==> src/rtl/elm_pkg.sv <==
// Shared constants and FSM encoding for the ELM classifier output stages.
package elm_pkg;

    localparam int N_CLASS = 10;
    localparam int SCORE_W = 32;
    localparam int CLS_AW  = 4;

    typedef enum logic [1:0] {
        M3_IDLE = 2'd0,
        M3_SCAN = 2'd1,
        M3_DONE = 2'd2
    } m3_state_t;

endpackage

==> src/rtl/elm_max_cmp.sv <==
// Combinational compare-and-select of two (score, index) pairs.
// The candidate wins only when strictly greater, so ties keep the incumbent.
module elm_max_cmp #(
    parameter int D_WIDTH = 32,
    parameter int A_WIDTH = 4
) (
    input  logic signed [D_WIDTH-1:0] cur_val,
    input  logic        [A_WIDTH-1:0] cur_idx,
    input  logic signed [D_WIDTH-1:0] cand_val,
    input  logic        [A_WIDTH-1:0] cand_idx,
    output logic signed [D_WIDTH-1:0] sel_val,
    output logic        [A_WIDTH-1:0] sel_idx
);

    logic cand_gt;

    assign cand_gt = (cand_val > cur_val);
    assign sel_val = cand_gt ? cand_val : cur_val;
    assign sel_idx = cand_gt ? cand_idx : cur_idx;

endmodule

==> src/rtl/elm_argmax_m3.sv <==
// M3 stage: scans the M2 class scores and reports the arg-max and its score.
// Define ELM_M3_MARGIN_EN to also track the runner-up and output the winning margin.
module elm_argmax_m3 #(
    parameter int N_CLASS = elm_pkg::N_CLASS,
    parameter int D_WIDTH = elm_pkg::SCORE_W,
    parameter int A_WIDTH = elm_pkg::CLS_AW
) (
    input  logic                      clk,
    input  logic                      rst,
    input  logic                      start,
    input  logic signed [D_WIDTH-1:0] regf_data,
    output logic        [A_WIDTH-1:0] raddr,
    output logic                      OVER,
    output logic                      busy,
    output logic        [A_WIDTH-1:0] class_idx,
    output logic signed [D_WIDTH-1:0] max_val,
    output logic                      result_valid
`ifdef ELM_M3_MARGIN_EN
    ,
    output logic        [D_WIDTH-1:0] margin
`endif
);

    import elm_pkg::*;

    localparam logic [A_WIDTH-1:0] LAST = A_WIDTH'(N_CLASS - 1);

    m3_state_t                 state;
    logic        [A_WIDTH-1:0] k;
    logic signed [D_WIDTH-1:0] run_val;
    logic        [A_WIDTH-1:0] run_idx;
    logic signed [D_WIDTH-1:0] sel_val;
    logic        [A_WIDTH-1:0] sel_idx;
    logic signed [D_WIDTH-1:0] nxt_val;
    logic        [A_WIDTH-1:0] nxt_idx;
    logic                      first;

    // The counter doubles as the read address; it sits at 0 outside SCAN.
    assign raddr = k;
    assign first = (k == '0);

    elm_max_cmp #(.D_WIDTH(D_WIDTH), .A_WIDTH(A_WIDTH)) u_cmp_max (
        .cur_val (run_val),
        .cur_idx (run_idx),
        .cand_val(regf_data),
        .cand_idx(k),
        .sel_val (sel_val),
        .sel_idx (sel_idx)
    );

    assign nxt_val = first ? regf_data : sel_val;
    assign nxt_idx = first ? k         : sel_idx;

`ifdef ELM_M3_MARGIN_EN
    localparam logic signed [D_WIDTH-1:0] SCORE_MIN = {1'b1, {(D_WIDTH-1){1'b0}}};

    logic signed [D_WIDTH-1:0] run2_val;
    logic signed [D_WIDTH-1:0] sel2_val;
    logic        [A_WIDTH-1:0] sel2_idx;
    logic signed [D_WIDTH-1:0] nxt2_val;

    function automatic logic [D_WIDTH-1:0] sat_margin(
        input logic signed [D_WIDTH-1:0] hi,
        input logic signed [D_WIDTH-1:0] lo
    );
        logic signed [D_WIDTH:0] diff;
        diff = {hi[D_WIDTH-1], hi} - {lo[D_WIDTH-1], lo};
        if (diff < 0)
            return '0;
        else if (diff[D_WIDTH])
            return '1;
        else
            return diff[D_WIDTH-1:0];
    endfunction

    elm_max_cmp #(.D_WIDTH(D_WIDTH), .A_WIDTH(A_WIDTH)) u_cmp_runner (
        .cur_val (run2_val),
        .cur_idx ('0),
        .cand_val(regf_data),
        .cand_idx(k),
        .sel_val (sel2_val),
        .sel_idx (sel2_idx)
    );

    // A new max (its index is the current k, since run_idx < k) demotes the old max.
    assign nxt2_val = first           ? SCORE_MIN :
                      (nxt_idx == k)  ? run_val   : sel2_val;
`endif

    always_ff @(posedge clk) begin
        if (rst) begin
            state        <= M3_IDLE;
            k            <= '0;
            run_val      <= '0;
            run_idx      <= '0;
            class_idx    <= '0;
            max_val      <= '0;
            OVER         <= 1'b0;
            busy         <= 1'b0;
            result_valid <= 1'b0;
`ifdef ELM_M3_MARGIN_EN
            run2_val     <= '0;
            margin       <= '0;
`endif
        end else begin
            case (state)
                M3_IDLE: begin
                    OVER <= 1'b0;
                    if (start) begin
                        state        <= M3_SCAN;
                        k            <= '0;
                        busy         <= 1'b1;
                        result_valid <= 1'b0;
                    end
                end
                M3_SCAN: begin
                    run_val <= nxt_val;
                    run_idx <= nxt_idx;
`ifdef ELM_M3_MARGIN_EN
                    run2_val <= nxt2_val;
`endif
                    if (k == LAST) begin
                        state        <= M3_DONE;
                        k            <= '0;
                        class_idx    <= nxt_idx;
                        max_val      <= nxt_val;
                        OVER         <= 1'b1;
                        result_valid <= 1'b1;
`ifdef ELM_M3_MARGIN_EN
                        margin       <= sat_margin(nxt_val, nxt2_val);
`endif
                    end else begin
                        k <= k + 1'b1;
                    end
                end
                M3_DONE: begin
                    state <= M3_IDLE;
                    OVER  <= 1'b0;
                    busy  <= 1'b0;
                end
                default: begin
                    state <= M3_IDLE;
                    OVER  <= 1'b0;
                    busy  <= 1'b0;
                end
            endcase
        end
    end

endmodule

==> config.mk <==
export PLATFORM = sky130hd
export DESIGN_NAME = elm_argmax_m3
export DESIGN_NICKNAME = d
export VERILOG_FILES = /design/src/rtl/elm_pkg.sv /design/src/rtl/elm_max_cmp.sv /design/src/rtl/elm_argmax_m3.sv
export SDC_FILE = /design/constraint.sdc
export NUM_CORES = 1
export LEC_CHECK = 0
export ABC_AREA = 1
export CAP_MARGIN = 20
export CORE_AREA = 2 2 110 112
export DETAILED_ROUTE_END_ITERATION = 10
export DIE_AREA = 0 0 112 114
export HOLD_SLACK_MARGIN = 0.15
export PLACE_DENSITY = 0.7
export SETUP_SLACK_MARGIN = 0.3
export SYNTH_ARGS = -nofsm -noshare
export SYNTH_HDL_FRONTEND = slang
export SYNTH_SLANG_ARGS = --single-unit
==> constraint.sdc <==
create_clock -name clk -period 5 [get_ports clk]
set_input_delay 1 -clock clk [delete_from_list [all_inputs] [get_ports clk]]
set_output_delay 1 -clock clk [all_outputs]
set_load 0.05 [all_outputs]
==> summary.md <==
| Metric | Value |
|---|---|
| Die span in y | `~110 um` |
| Sw Ratio | `30.7%` |
| Final period util | `around two thirds` |
| Via count | `4271` |
| Vias per inst | `4.71` |
| Total net switching power | `0.497 mW` |
| Number of setup buffers added after CTS | `0` |
| Synthesized area | `0.00457 mm^2` |
| Final Max Slew Viols | `0` |
| Final hold viol count | `0` |
| Fmax | `a little over 300 MHz` |
| CP Data Required Time | `5.23 ns` |
| Reg2reg setup slack | `between 1.5 and 2 ns` |
| WL/cell | `11.9 um` |
| Number of global-route vias before repair | `between 3000 and 4000` |
| Port bufs | `between 70 and 80` |
| Tightest Pin Transition | `0.863 ns` |
| Worst VDD drop | `0.178 mV` |
| Final WS setup | `roughly 1.7 ns` |
| CTS buffer count | `9` |
| Top cells by area, synth | `dfxtp_1, nand2_1, nand3_1` |
| Layout area overhead | `24.1%` |
| Internal power | `1.12 mW` |
| Storage element area | `0.00162 mm^2` |
| Setup TNS | `0 ns` |
| IO Pins | `between 70 and 80` |
| Yosys cell types | `24` |
| Post-DP HPWL | `6790 um` |
| Core area | `0.0117 mm^2` |
| Worst slack at placement | `1.37 ns` |
| Layout cell share with drive strength beyond 1 | `3.82%` |
| Post-route insts no fill | `907` |
| Largest net degree at the start of global routing | `46` |
| Die ar. | `0.0128 mm^2` |
| Leak pwr | `approximately 2.8 nW` |
| Crit Path Category | `input port to register` |
| Max_cap viols | `0` |
| Finished Core Util | `48.4%` |
| Fin crit period | `3.29 ns` |
| Area after DPL | `0.00539 mm^2` |
| CP Capture Type | `register` |
| Ant. Diodes | `0` |
| Worst skew pair latency | `about 0.34 ns` |
| CP max FO | `35` |
| Initial antenna violation count | `0` |
| Synth top area share | `35.5%` |
| FILL cells | `1197` |
| Max Buffers Root-to-Sink | `2` |
| Worst setup SP type | `input port` |
| Ys flop type | `dfxtp_1` |
| Min-delay src | `result_valid` |
| Drt first-iter violations | `~250` |
| Post-synthesis instance total | `695` |
| CTS tree | `done` |
| Sequential power share | `between 40% and 50%` |
| Area of the multi-input gates | `0.00234 mm^2` |
| WL final | `10800 um` |
| FF-to-FF End | `max_val[27]` |
| Chip width | `roughly 110 um` |
| H-tree levels | `3` |
| Comb pwr share | `18.9%` |
| Setup crit start | `regf_data[31]` |
| Routability Congestion | `0.771` |
| Top post-synthesis cells by count | `nand2_1, inv_1, nand3_1, nor2_1, dfxtp_1` |
| PostCTS Resize Cnt | `0` |
| Clock skew | `roughly 0.0051 ns` |
| Placed Instances | `891` |
| Seq cells post-synth | `81` |
| HP Class | `register to register` |
| Clock Tree Root | `clkbuf_16` |
| Drt first pass iters | `5` |
| Num rows | `40` |
| Nets | `825` |
| P per Cell Area | `286 mW/mm^2` |
| Clk pwr share | `38.6%` |
| Clock slew seen by the registers of the worst setup and hold paths | `about 0.07 ns` |
| First-pass GRT wire length | `18100 um` |
| Relative slew slack | `between 40% and 50%` |
| Crit path DAT | `3.53 ns` |
| Post-route cell area | `between 0.005 and 0.006 mm^2` |
| Crit Reg-Reg Startpoint | `state[0]` |
| Syn Area/Cell | `6.58 um^2` |
| Setup violators final | `0` |
| Post-Syn Nets | `between 700 and 800` |
| Setup crit end | `run_val[24]` |
| Starting density of the core | `39.0%` |
| Reg2reg path depth | `9` |
| Total GRT Usage | `17.3%` |
| Ys async rst share | `0%` |
| Top-count cell post-synth | `nand2_1` |
| Drt drc | `0` |
| ANT nets after route | `0` |
| Synth Warn # | `0` |
| Sink Count | `81` |
| RSZ-0062 raised after global routing | `no` |
| Hold_buf cts | `0` |
| Total congestion overflow | `0` |
| Synth area leader | `dfxtp_1` |
| Status | `completed` |
| Number of synthesized flops with an enable pin | `0` |
| Post-synthesis sequential area ratio | `35.5%` |
==> logic make-up after synthesis <==
group	after synthesis	synth area share, %
buffers and inverters	152	13.6
flip-flops	81	35.5
adder cells (fa/ha/maj)	35	9.58
AO/OA/AOI/OAI	71	8.24
AND/OR/NAND/NOR	356	33.2
==> power by group through the flow <==
| stage | Combinational (mW) | Clock [mW] | Sequential [mW] |
|---|---|---|---|
| floorplan | 0.224 | 0 | 0.707 |
| global placement | 0.303 | 0 | 0.703 |
| CTS | 0.308 | 0.648 | 0.689 |
| finish | 0.306 | 0.626 | 0.689 |
| detailed placement | 0.305 | 0 | 0.704 |
| global route | 0.350 | 0.670 | 0.692 |
==> how the worst min path moves through the flow <==
stage	end	slack, ns	cells after the start
2_1_floorplan	busy	0.42	1
3_3_place_gp	result_valid	0.45	2
3_5_place_dp	result_valid	0.46	2
4_1_cts	result_valid	0.47	2
5_1_grt	result_valid	0.52	2
6_report	result_valid	0.47	2
==> placed cells by master (no fill, tap or decap), types with 2 or more instances in the layout <==
cell / synthesis / routed
nand3_2: 2 / 2
o21a_1: 3 / 3
nand4_1: 3 / 3
inv_6: 0 / 3
clkbuf_16: 0 / 9
dfxtp_1: 81 / 81
clkdlybuf4s50_1: 0 / 76
o21ai_0: 10 / 10
nor2_4: 0 / 2
nand2_1: 150 / 150
nor2_1: 90 / 89
a21oi_1: 54 / 54
buf_4: 3 / 4
clkinvlp_4: 0 / 3
nand3_1: 106 / 106
inv_1: 119 / 119
a21o_1: 2 / 2
ha_1: 35 / 35
==> area by class of cell <==
class / instances / area share (%)
Clock buffer: 9 / 3.97
Clock inverter: 7 / 0.948
Inverter: 120 / 7.94
Multi-Input combinational cell: 462 / 41.3
Sequential cell: 81 / 28.6
Tap cell: 147 / 3.24
Timing Repair Buffer: 81 / 14.0
==> worst max-delay path, cell delays in order <==
cell and delay (ns):
clkdlybuf4s50_1 0.46, ha_1 0.36, nand2_1 0.09, nor2_2 0.12, nand2_1 0.10, nor4_4 0.16
nand2_1 0.10, nand2_1 0.06, nand2_1 0.05, nand3_2 0.07, nand2_2 0.43, nand2_1 0.24
nand3_1 0.10, nand2_1 0.10, inv_1 0.06
==> registers in the layout (all words and copies together) (netlist names) <==
signal / count
run_idx: 4
raddr: 4
result_valid: 1
class_idx: 4
OVER: 1
busy: 1
state: 2
max_val: 32
run_val: 32
==> stage by stage <==
step / total power, mW / hold slack [ns]
floorplan: 0.930 / 0.424
global placement: 1.01 / 0.449
detailed placement: 1.01 / 0.464
CTS: 1.64 / 0.474
global route: 1.71 / 0.525
finish: 1.62 / 0.470
==> per-layer routing <==
metal,wire length (um),track usage [%],part of all wire (%)
met2,4830,28.8,45
met5,0,0,0
met4,119,5.28,1.1
met1,5320,22.9,49
met3,548,3.35,5.1
No activity file was read; power rests on OpenSTA's default activity.
